`config.mk`:
```
export PLATFORM = sky130hd
export DESIGN_NAME = seg_display_arbiter
export DESIGN_NICKNAME = d
export VERILOG_FILES = /design/src/rtl/seg_display_arbiter.sv
export SDC_FILE = /design/constraint.sdc
export NUM_CORES = 1
export LEC_CHECK = 0
export CAP_MARGIN = 20
export CORE_MARGIN = 2
export CORE_UTILIZATION = 53
export CTS_CLUSTER_SIZE = 8
export DETAILED_ROUTE_END_ITERATION = 10
export PLACE_DENSITY = 0.86
export SLEW_MARGIN = 0
export SYNTH_ARGS = -nofsm -noshare
export SYNTH_HDL_FRONTEND = slang
export SYNTH_SLANG_ARGS = --single-unit
```
`constraint.sdc`:
```
create_clock -name clk -period 6.83 [get_ports clk]
set_input_delay 1.0245 -clock clk [delete_from_list [all_inputs] [get_ports clk]]
set_output_delay 1.0245 -clock clk [all_outputs]
set_load 0.01 [all_outputs]
```
`src/rtl/seg_display_arbiter.sv`:
```
// Round-robin owner selection for the shared 4-digit seven-segment display.
// One requester owns the display for a dwell period; its value is forwarded
// with one cycle of latency. All outputs are registered.
module seg_display_arbiter #(
    parameter int unsigned HOLD_CYCLES = 100000000
) (
    input  logic        clk,
    input  logic        rst,
    input  logic [3:0]  req,
    input  logic [15:0] val0,
    input  logic [15:0] val1,
    input  logic [15:0] val2,
    input  logic [15:0] val3,
    output logic [3:0]  grant,
    output logic [15:0] disp_value,
    output logic [1:0]  disp_src,
    output logic        disp_valid,
    output logic        dwell_done
);

    localparam int unsigned CNT_W = $clog2(HOLD_CYCLES);
    localparam logic [CNT_W-1:0] CNT_LAST = CNT_W'(HOLD_CYCLES - 1);

    typedef enum logic [0:0] {StIdle, StShow} state_e;

    state_e           state_q, state_d;
    logic [3:0]       grant_q, grant_d;
    logic [15:0]      value_q, value_d;
    logic [1:0]       src_q, src_d;
    logic             valid_q, valid_d;
    logic             done_q, done_d;
    logic [CNT_W-1:0] cnt_q, cnt_d;
    logic [1:0]       ptr_q, ptr_d;

    logic [15:0]      vals [4];
    logic [1:0]       owner;
    logic [1:0]       search_start;
    logic [1:0]       winner;
    logic             take;

    // First requester at or after start, wrapping modulo 4.
    function automatic logic [1:0] rr_pick(input logic [3:0] r, input logic [1:0] start);
        logic [1:0] pick;
        logic [1:0] idx;
        pick = start;
        for (int i = 3; i >= 0; i--) begin
            idx = start + 2'(i);
            if (r[idx]) pick = idx;
        end
        return pick;
    endfunction

    // Gather requester values for indexed selection.
    always_comb begin
        vals[0] = val0;
        vals[1] = val1;
        vals[2] = val2;
        vals[3] = val3;
    end

    // Next-state: idle grant, release, dwell expiry and direct handover.
    always_comb begin
        state_d      = state_q;
        grant_d      = grant_q;
        value_d      = value_q;
        src_d        = src_q;
        valid_d      = valid_q;
        done_d       = 1'b0;
        cnt_d        = cnt_q;
        ptr_d        = ptr_q;
        take         = 1'b0;
        owner        = src_q;
        // Idle searches from the pointer; a leaving owner hands on from k+1.
        search_start = (state_q == StIdle) ? ptr_q : owner + 2'd1;
        winner       = rr_pick(req, search_start);

        unique case (state_q)
            StIdle: begin
                if (|req) take = 1'b1;
            end
            StShow: begin
                if (!req[owner]) begin
                    // Release wins over expiry; no dwell_done here.
                    ptr_d = owner + 2'd1;
                    if (|req) begin
                        take = 1'b1;
                    end else begin
                        state_d = StIdle;
                        grant_d = 4'b0000;
                        valid_d = 1'b0;
                    end
                end else if (cnt_q == CNT_LAST) begin
                    done_d = 1'b1;
                    if (|(req & ~(4'b0001 << owner))) begin
                        ptr_d = owner + 2'd1;
                        take  = 1'b1;
                    end else begin
                        cnt_d   = '0;
                        value_d = vals[owner];
                    end
                end else begin
                    cnt_d   = cnt_q + 1'b1;
                    value_d = vals[owner];
                end
            end
            default: state_d = StIdle;
        endcase

        if (take) begin
            state_d = StShow;
            grant_d = 4'b0001 << winner;
            src_d   = winner;
            value_d = vals[winner];
            valid_d = 1'b1;
            cnt_d   = '0;
        end
    end

    // State and output registers with synchronous reset.
    always_ff @(posedge clk) begin
        if (rst) begin
            state_q <= StIdle;
            grant_q <= 4'b0000;
            value_q <= 16'h0000;
            src_q   <= 2'd0;
            valid_q <= 1'b0;
            done_q  <= 1'b0;
            cnt_q   <= '0;
            ptr_q   <= 2'd0;
        end else begin
            state_q <= state_d;
            grant_q <= grant_d;
            value_q <= value_d;
            src_q   <= src_d;
            valid_q <= valid_d;
            done_q  <= done_d;
            cnt_q   <= cnt_d;
            ptr_q   <= ptr_d;
        end
    end

    assign grant      = grant_q;
    assign disp_value = value_q;
    assign disp_src   = src_q;
    assign disp_valid = valid_q;
    assign dwell_done = done_q;

endmodule

```
==> results.json <==
{
  "run_status": "finished clean",
  "post_cts_hold_buffer_count": 0,
  "dieArea_mm2": 0.007534,
  "layout_commonest_cell": "sky130_fd_sc_hd__clkdlybuf4s50_1",
  "wire_per_inst_um": 16.86,
  "clock_sinks": 54,
  "synthesis.nets": 499,
  "resize_count_post_cts": 0,
  "hpwl_um": 6669,
  "whs_path_depth": 2,
  "synthesis.area_mm2": 0.003633,
  "rsz0062_at_grt": "false",
  "max_slew.worst_pin.slew_ns": 1.046,
  "chipHeight_um": 86.80,
  "detail_route.wirelength_um": 9743,
  "fmaxAchievable_mhz": 251.0,
  "setup.worst_path.start_class": "register",
  "layout_min_cycle_time_ns": 3.984,
  "critPathArrivalTime_ns": 4.18,
  "cts_max_level": 2,
  "ctsRootBufferMaster": "sky130_fd_sc_hd__clkbuf_8",
  "overflow": 0,
  "first_global_vias": 3472,
  "fp.dieW_um": 86.80,
  "grt_pass1_wl_um": 15770,
  "post_synth_num_cell_types": 53,
  "start_util": 0.5408,
  "report.final.slew_viol_count": 0,
  "rr_worst_depth": 8,
  "core-area_mm2": 0.006719,
  "antenna_found_initial": 0,
  "detailroute.via_count": 3591,
  "n_antenna_cell": 0,
  "power.static_leakage_nw": 1.713,
  "worst_hold_startpoint": "cnt_q[26]",
  "placement.io_buffers": 93,
  "route.detailed.drc": 0,
  "type_of_the_worst_min_delay_path": "register to register",
  "layout.cells.most_common_list": "sky130_fd_sc_hd__clkdlybuf4s50_1 (93), sky130_fd_sc_hd__dfxtp_1 (54), sky130_fd_sc_hd__nor2_1 (53), sky130_fd_sc_hd__and3_1 (41), sky130_fd_sc_hd__o21ai_1 (30)",
  "synth_sequential_area_ratio": 0.2975,
  "worstSetupPathType": "register to register",
  "rrSetupSlack_ns": 2.85,
  "edff_count_synth": 0,
  "final_util": 0.7076,
  "asyncSetResetFlopFracSynth": 0,
  "rr_startpoint": "disp_src[1]",
  "worst_hold_path.endpoint": "cnt_q[26]",
  "grt_max_degree": 67,
  "synth_area_per_cell_um2": 8.570,
  "vias_per_cell": 6.213,
  "yosys_warnings": 0,
  "clkTransAtPathRegs_ns": 0.10,
  "prevailing_post_synth_register_cell": "sky130_fd_sc_hd__dfxtp_1",
  "final_hold_viol_count": 0,
  "grtUsageTotal": 0.2597,
  "clock_skew_ns": 0.004137,
  "power.ir.vdd_worst_uv": 150.7,
  "finalNetCount": 572,
  "gp_routability_congestion": 0.8418,
  "highest_fanout_seen_on_the_critical_path": 22,
  "cap_violations": 0,
  "area.growth.synth_to_final_pct": 30.85,
  "final-setup-viol-count": 0,
  "clkLatencyLatePin_ns": 0.31,
  "tns_ns": 0,
  "post_route_cells_drive_above_1_share": 0.08434,
  "cp-end-kind": "register",
  "netlist_instances": 424,
  "dr.first_iter.drc_count": 259,
  "yosys_register_bits": 54,
  "tritoncts": "yes",
  "regToRegEndpoint": "disp_value[7]",
  "std_cell_rows": 30,
  "cts_inserted_buffers": 5,
  "route.antenna.remaining_nets": 0,
  "detail_route.first_pass.iterations": 4,
  "boundaryPins": 94,
  "fin_crit_sh": 0.5833,
  "cts.path.max_buffers": 2,
  "power_per_unit_of_standard_cell_area_mw_per_mm2": 217.7,
  "worst_slew_slack_as_a_fraction_of_its_limit": 0.3018,
  "cts_setup_buffers": 0,
  "critPathRequiredTime_ns": 7.03
}
## logic make-up after synthesis
kind of cell | Yosys count | synth area share
mux | 21 | 0.1167
fa+ha+maj | 5 | 0.01722
buf+inv | 38 | 0.04477
flops | 54 | 0.2975
compound gates | 126 | 0.2314
simple gates | 158 | 0.2393
xor+xnor | 22 | 0.05303
## critical path, stage by stage (launching register included)
cell and delay, ns:
sky130_fd_sc_hd__dfxtp_1 1.02, sky130_fd_sc_hd__inv_1 0.17, sky130_fd_sc_hd__ha_1 0.34, sky130_fd_sc_hd__mux2i_1 0.59, sky130_fd_sc_hd__mux2_2 0.43, sky130_fd_sc_hd__o32a_1 0.39, sky130_fd_sc_hd__nor2_4 0.38, sky130_fd_sc_hd__o21ai_1 0.17
sky130_fd_sc_hd__a311oi_1 0.37
## per-stage QoR
step	setup slack [ns]	std cells	hold WS, ns	instance area [um^2]	power [mW]
2_1_floorplan	3.462	424	0.4583	3633	0.6222
3_3_place_gp	3.013	567	0.4733	4566	0.7547
3_5_place_dp	2.816	567	0.4903	4566	0.7630
4_1_cts	2.683	575	0.5014	4708	1.026
5_1_grt	2.706	578	0.5129	4755	1.092
6_report	2.846	578	0.4967	4755	1.035
## synthesized netlist by cell type, types with 3 or more instances
| library cell | number | area share |
|---|---|---|
| sky130_fd_sc_hd__nor2_1 | 53 | 0.055 |
| sky130_fd_sc_hd__ha_1 | 5 | 0.017 |
| sky130_fd_sc_hd__xor2_1 | 15 | 0.036 |
| sky130_fd_sc_hd__nor3_1 | 4 | 0.0055 |
| sky130_fd_sc_hd__mux2i_1 | 3 | 0.0083 |
| sky130_fd_sc_hd__clkbuf_1 | 24 | 0.025 |
| sky130_fd_sc_hd__a21oi_1 | 24 | 0.033 |
| sky130_fd_sc_hd__mux4_2 | 17 | 0.11 |
| sky130_fd_sc_hd__dfxtp_1 | 54 | 0.30 |
| sky130_fd_sc_hd__a21boi_0 | 27 | 0.056 |
| sky130_fd_sc_hd__o21ai_0 | 8 | 0.011 |
| sky130_fd_sc_hd__nand3_1 | 11 | 0.015 |
| sky130_fd_sc_hd__buf_2 | 4 | 0.0055 |
| sky130_fd_sc_hd__xnor2_1 | 7 | 0.017 |
| sky130_fd_sc_hd__inv_1 | 5 | 0.0052 |
| sky130_fd_sc_hd__or3_1 | 4 | 0.0069 |
| sky130_fd_sc_hd__nand2b_1 | 5 | 0.0086 |
| sky130_fd_sc_hd__nand4b_1 | 3 | 0.0072 |
| sky130_fd_sc_hd__nand4_1 | 8 | 0.014 |
| sky130_fd_sc_hd__nand2_1 | 12 | 0.012 |
| sky130_fd_sc_hd__a311oi_1 | 16 | 0.039 |
| sky130_fd_sc_hd__and3_1 | 41 | 0.071 |
| sky130_fd_sc_hd__o21ai_1 | 30 | 0.041 |
| sky130_fd_sc_hd__a32oi_1 | 4 | 0.0096 |
| sky130_fd_sc_hd__a21boi_1 | 5 | 0.010 |
## how the worst max path moves through the flow
stage           startpoint        endpoint  depth (start not counted)
2_1_floorplan  disp_src[0]  disp_value[10]                         11
3_3_place_gp   disp_src[1]  disp_value[14]                          8
3_5_place_dp   disp_src[1]   disp_value[1]                          8
4_1_cts        disp_src[1]   disp_value[7]                          8
5_1_grt        disp_src[1]   disp_value[7]                          8
6_report       disp_src[1]   disp_value[7]                          8
## metal layers
metal,vias to the layer above,wire (um),share of wire,global-route usage
met5,-,0,0,0
met4,0,112,0.011,0.1080
met3,8,620,0.064,0.05429
met2,122,5139,0.53,0.4545
met1,1726,3870,0.40,0.3070
li1,1735,-,-,-
## power breakdown
group | switching (mW) | internal, mW
Combinational | 0.195 | 0.206
Clock | 0.108 | 0.156
Sequential | 0.0261 | 0.344
Total | 0.329 | 0.706
## registers in the layout (all words and copies together) (netlist names)
register	flops
dwell_done	1
state_q	1
grant	4
ptr_q	2
cnt_q	27
disp_src	2
disp_value	16
disp_valid	1
## layout make-up
class / instances / area (um^2)
Multi-Input combinational cell: 332 / 2412
Tap cell: 80 / 100.1
Timing Repair Buffer: 99 / 999.7
Clock buffer: 6 / 82.58
Sequential cell: 54 / 1081
Clock inverter: 2 / 60.06
Fill cell: 512 / 1964
Inverter: 5 / 18.77
No activity file was read; power rests on OpenSTA's default activity.
==> RTL change, RTL diff (same settings) <==
Change the parameter `HOLD_CYCLES` from 100000000 to 400000000.
--- a/src/rtl/seg_display_arbiter.sv
+++ b/src/rtl/seg_display_arbiter.sv
@@ -2,7 +2,7 @@
 // One requester owns the display for a dwell period; its value is forwarded
 // with one cycle of latency. All outputs are registered.
 module seg_display_arbiter #(
-    parameter int unsigned HOLD_CYCLES = 100000000
+    parameter int unsigned HOLD_CYCLES = 400000000
 ) (
     input  logic        clk,
     input  logic        rst,
Check against the original RTL: same outputs for any inputs over 10 cycles, from zero or initial values and one cycle with rst high; that may be too few to reach the edited logic, so the function may still have changed.
==> RTL change against the unedited design <==
Count of clock-buffer cells in the layout shrank 1. Design area shrank 5.8%. Sequential cell count grew 2. Total power shrank 12%. Hold slack lost 0.0070 ns. Non-clock buffer count shrank 2. Setup slack gained 0.15 ns. Synthesized area shrank 5.4%. Routed wire length shrank 10%. Critical path depth is the same. Sequential power grew 4%. Critical path type unchanged. Largest cell class unchanged. Largest power group is now registers. Highest routed layer unchanged.
==> RTL change: results (changes against the unedited design) <==
- Met3 WL post-DR: 546 um (-12%)
- Power Density: 204 nW/um2 (-6.2%)
- Non-clock buffer count: 97 (-2.0%)
- Placed cell count: 499 (-12%)
- Layout Skew: 0.00946 ns (+0.00532 ns)
- Post-synthesis sequential area ratio: 32.6% (+2.9 points)
- Number of flip-flops in the largest register: 29 (+7.4%)
- NonClk Buf Share: 21.7% (+0.68 points)
- Multi-input logic area: 2160 um2 (-11%)
- Post-DP HPWL: 6240 um (-6.4%)
- Tot GR Track Use: 24.1% (-1.9 points)
- CTS sink count: 56 (+3.7%)
- Post-Synth Adder-Cell Area: 1.82% (+0.099 points)
- Met2 usage: 40.8% (-4.7 points)
- Crit-path leading delay family: compound AO/OA/AOI/OAI gates
- Worst Path Arrival: 4.06 ns (-0.12 ns)
- WL met2: 4400 um (-14%)
- Met1 WL: 3680 um (-5.0%)
- Vias in the first global route: 3080 (-11%)
- Post-synthesis cell type count: 54 (+1.9%)
- Seq pwr share: 42.0% (+6.2 points)
- 1st-iter DRT viols: 215 (-17%)
- Cell Area, Placed: 4360 um2 (-4.5%)
- Via count: 3179 (-11%)
- First-pass GRT wire length: 14200 um (-10%)
- Cell-internal power: 0.000624 W (-12%)
- Area fraction in compound gates after synthesis: 15.4% (-7.8 points)
- Die ar.: 7140 um2 (-5.2%)
- Met3 Track Usage GR: 5.21% (-0.22 points)
- Largest net degree at the start of global routing: 37 (-45%)
- Initial DRT Pass Iterations: 6 (+2)
- Outcome: finished clean
- Area grow syn2layout: 30.4%
- Largest cells by area after synthesis: dfxtp_1, mux4_2, mux2i_1
- Multi-input gates: 261 (-21%)
- Synth Area in XOR/XNOR: 5.61% (+0.31 points)
- Non-CTS inverters: 10 (+5)
- GRT met1 Usage: 30.6% (-0.11 points)
- Placer Congestion: 0.869 (+3.2%)
- Post-route insts no fill: 509 (-12%)
[RTL change: cell types whose count changed in the layout (fill, tap and decap cells not counted), moves of 5 or more]
| cell | unedited run | this run |
|---|---|---|
| and3_1 | 41 | 7 |
| mux2i_1 | 3 | 33 |
| o21ai_1 | 30 | 0 |
| a21boi_0 | 27 | 0 |
| nor2_1 | 53 | 30 |
| a221o_1 | 0 | 16 |
| a21oi_1 | 24 | 9 |
| a311oi_1 | 16 | 1 |
| o22ai_1 | 0 | 15 |
| a21boi_1 | 5 | 0 |
| inv_1 | 5 | 10 |
| nor3_1 | 4 | 9 |
[RTL change: final timing paths]
check                   start  cells after the start  slack [ns]        endpoint
hold reg to reg      grant[2]                      1        0.49        grant[2]
setup reg to reg  disp_src[1]                      8        3.00  disp_value[15]
hold / removal       grant[2]                      1        0.49        grant[2]
setup / recovery  disp_src[1]                      8        3.00  disp_value[15]
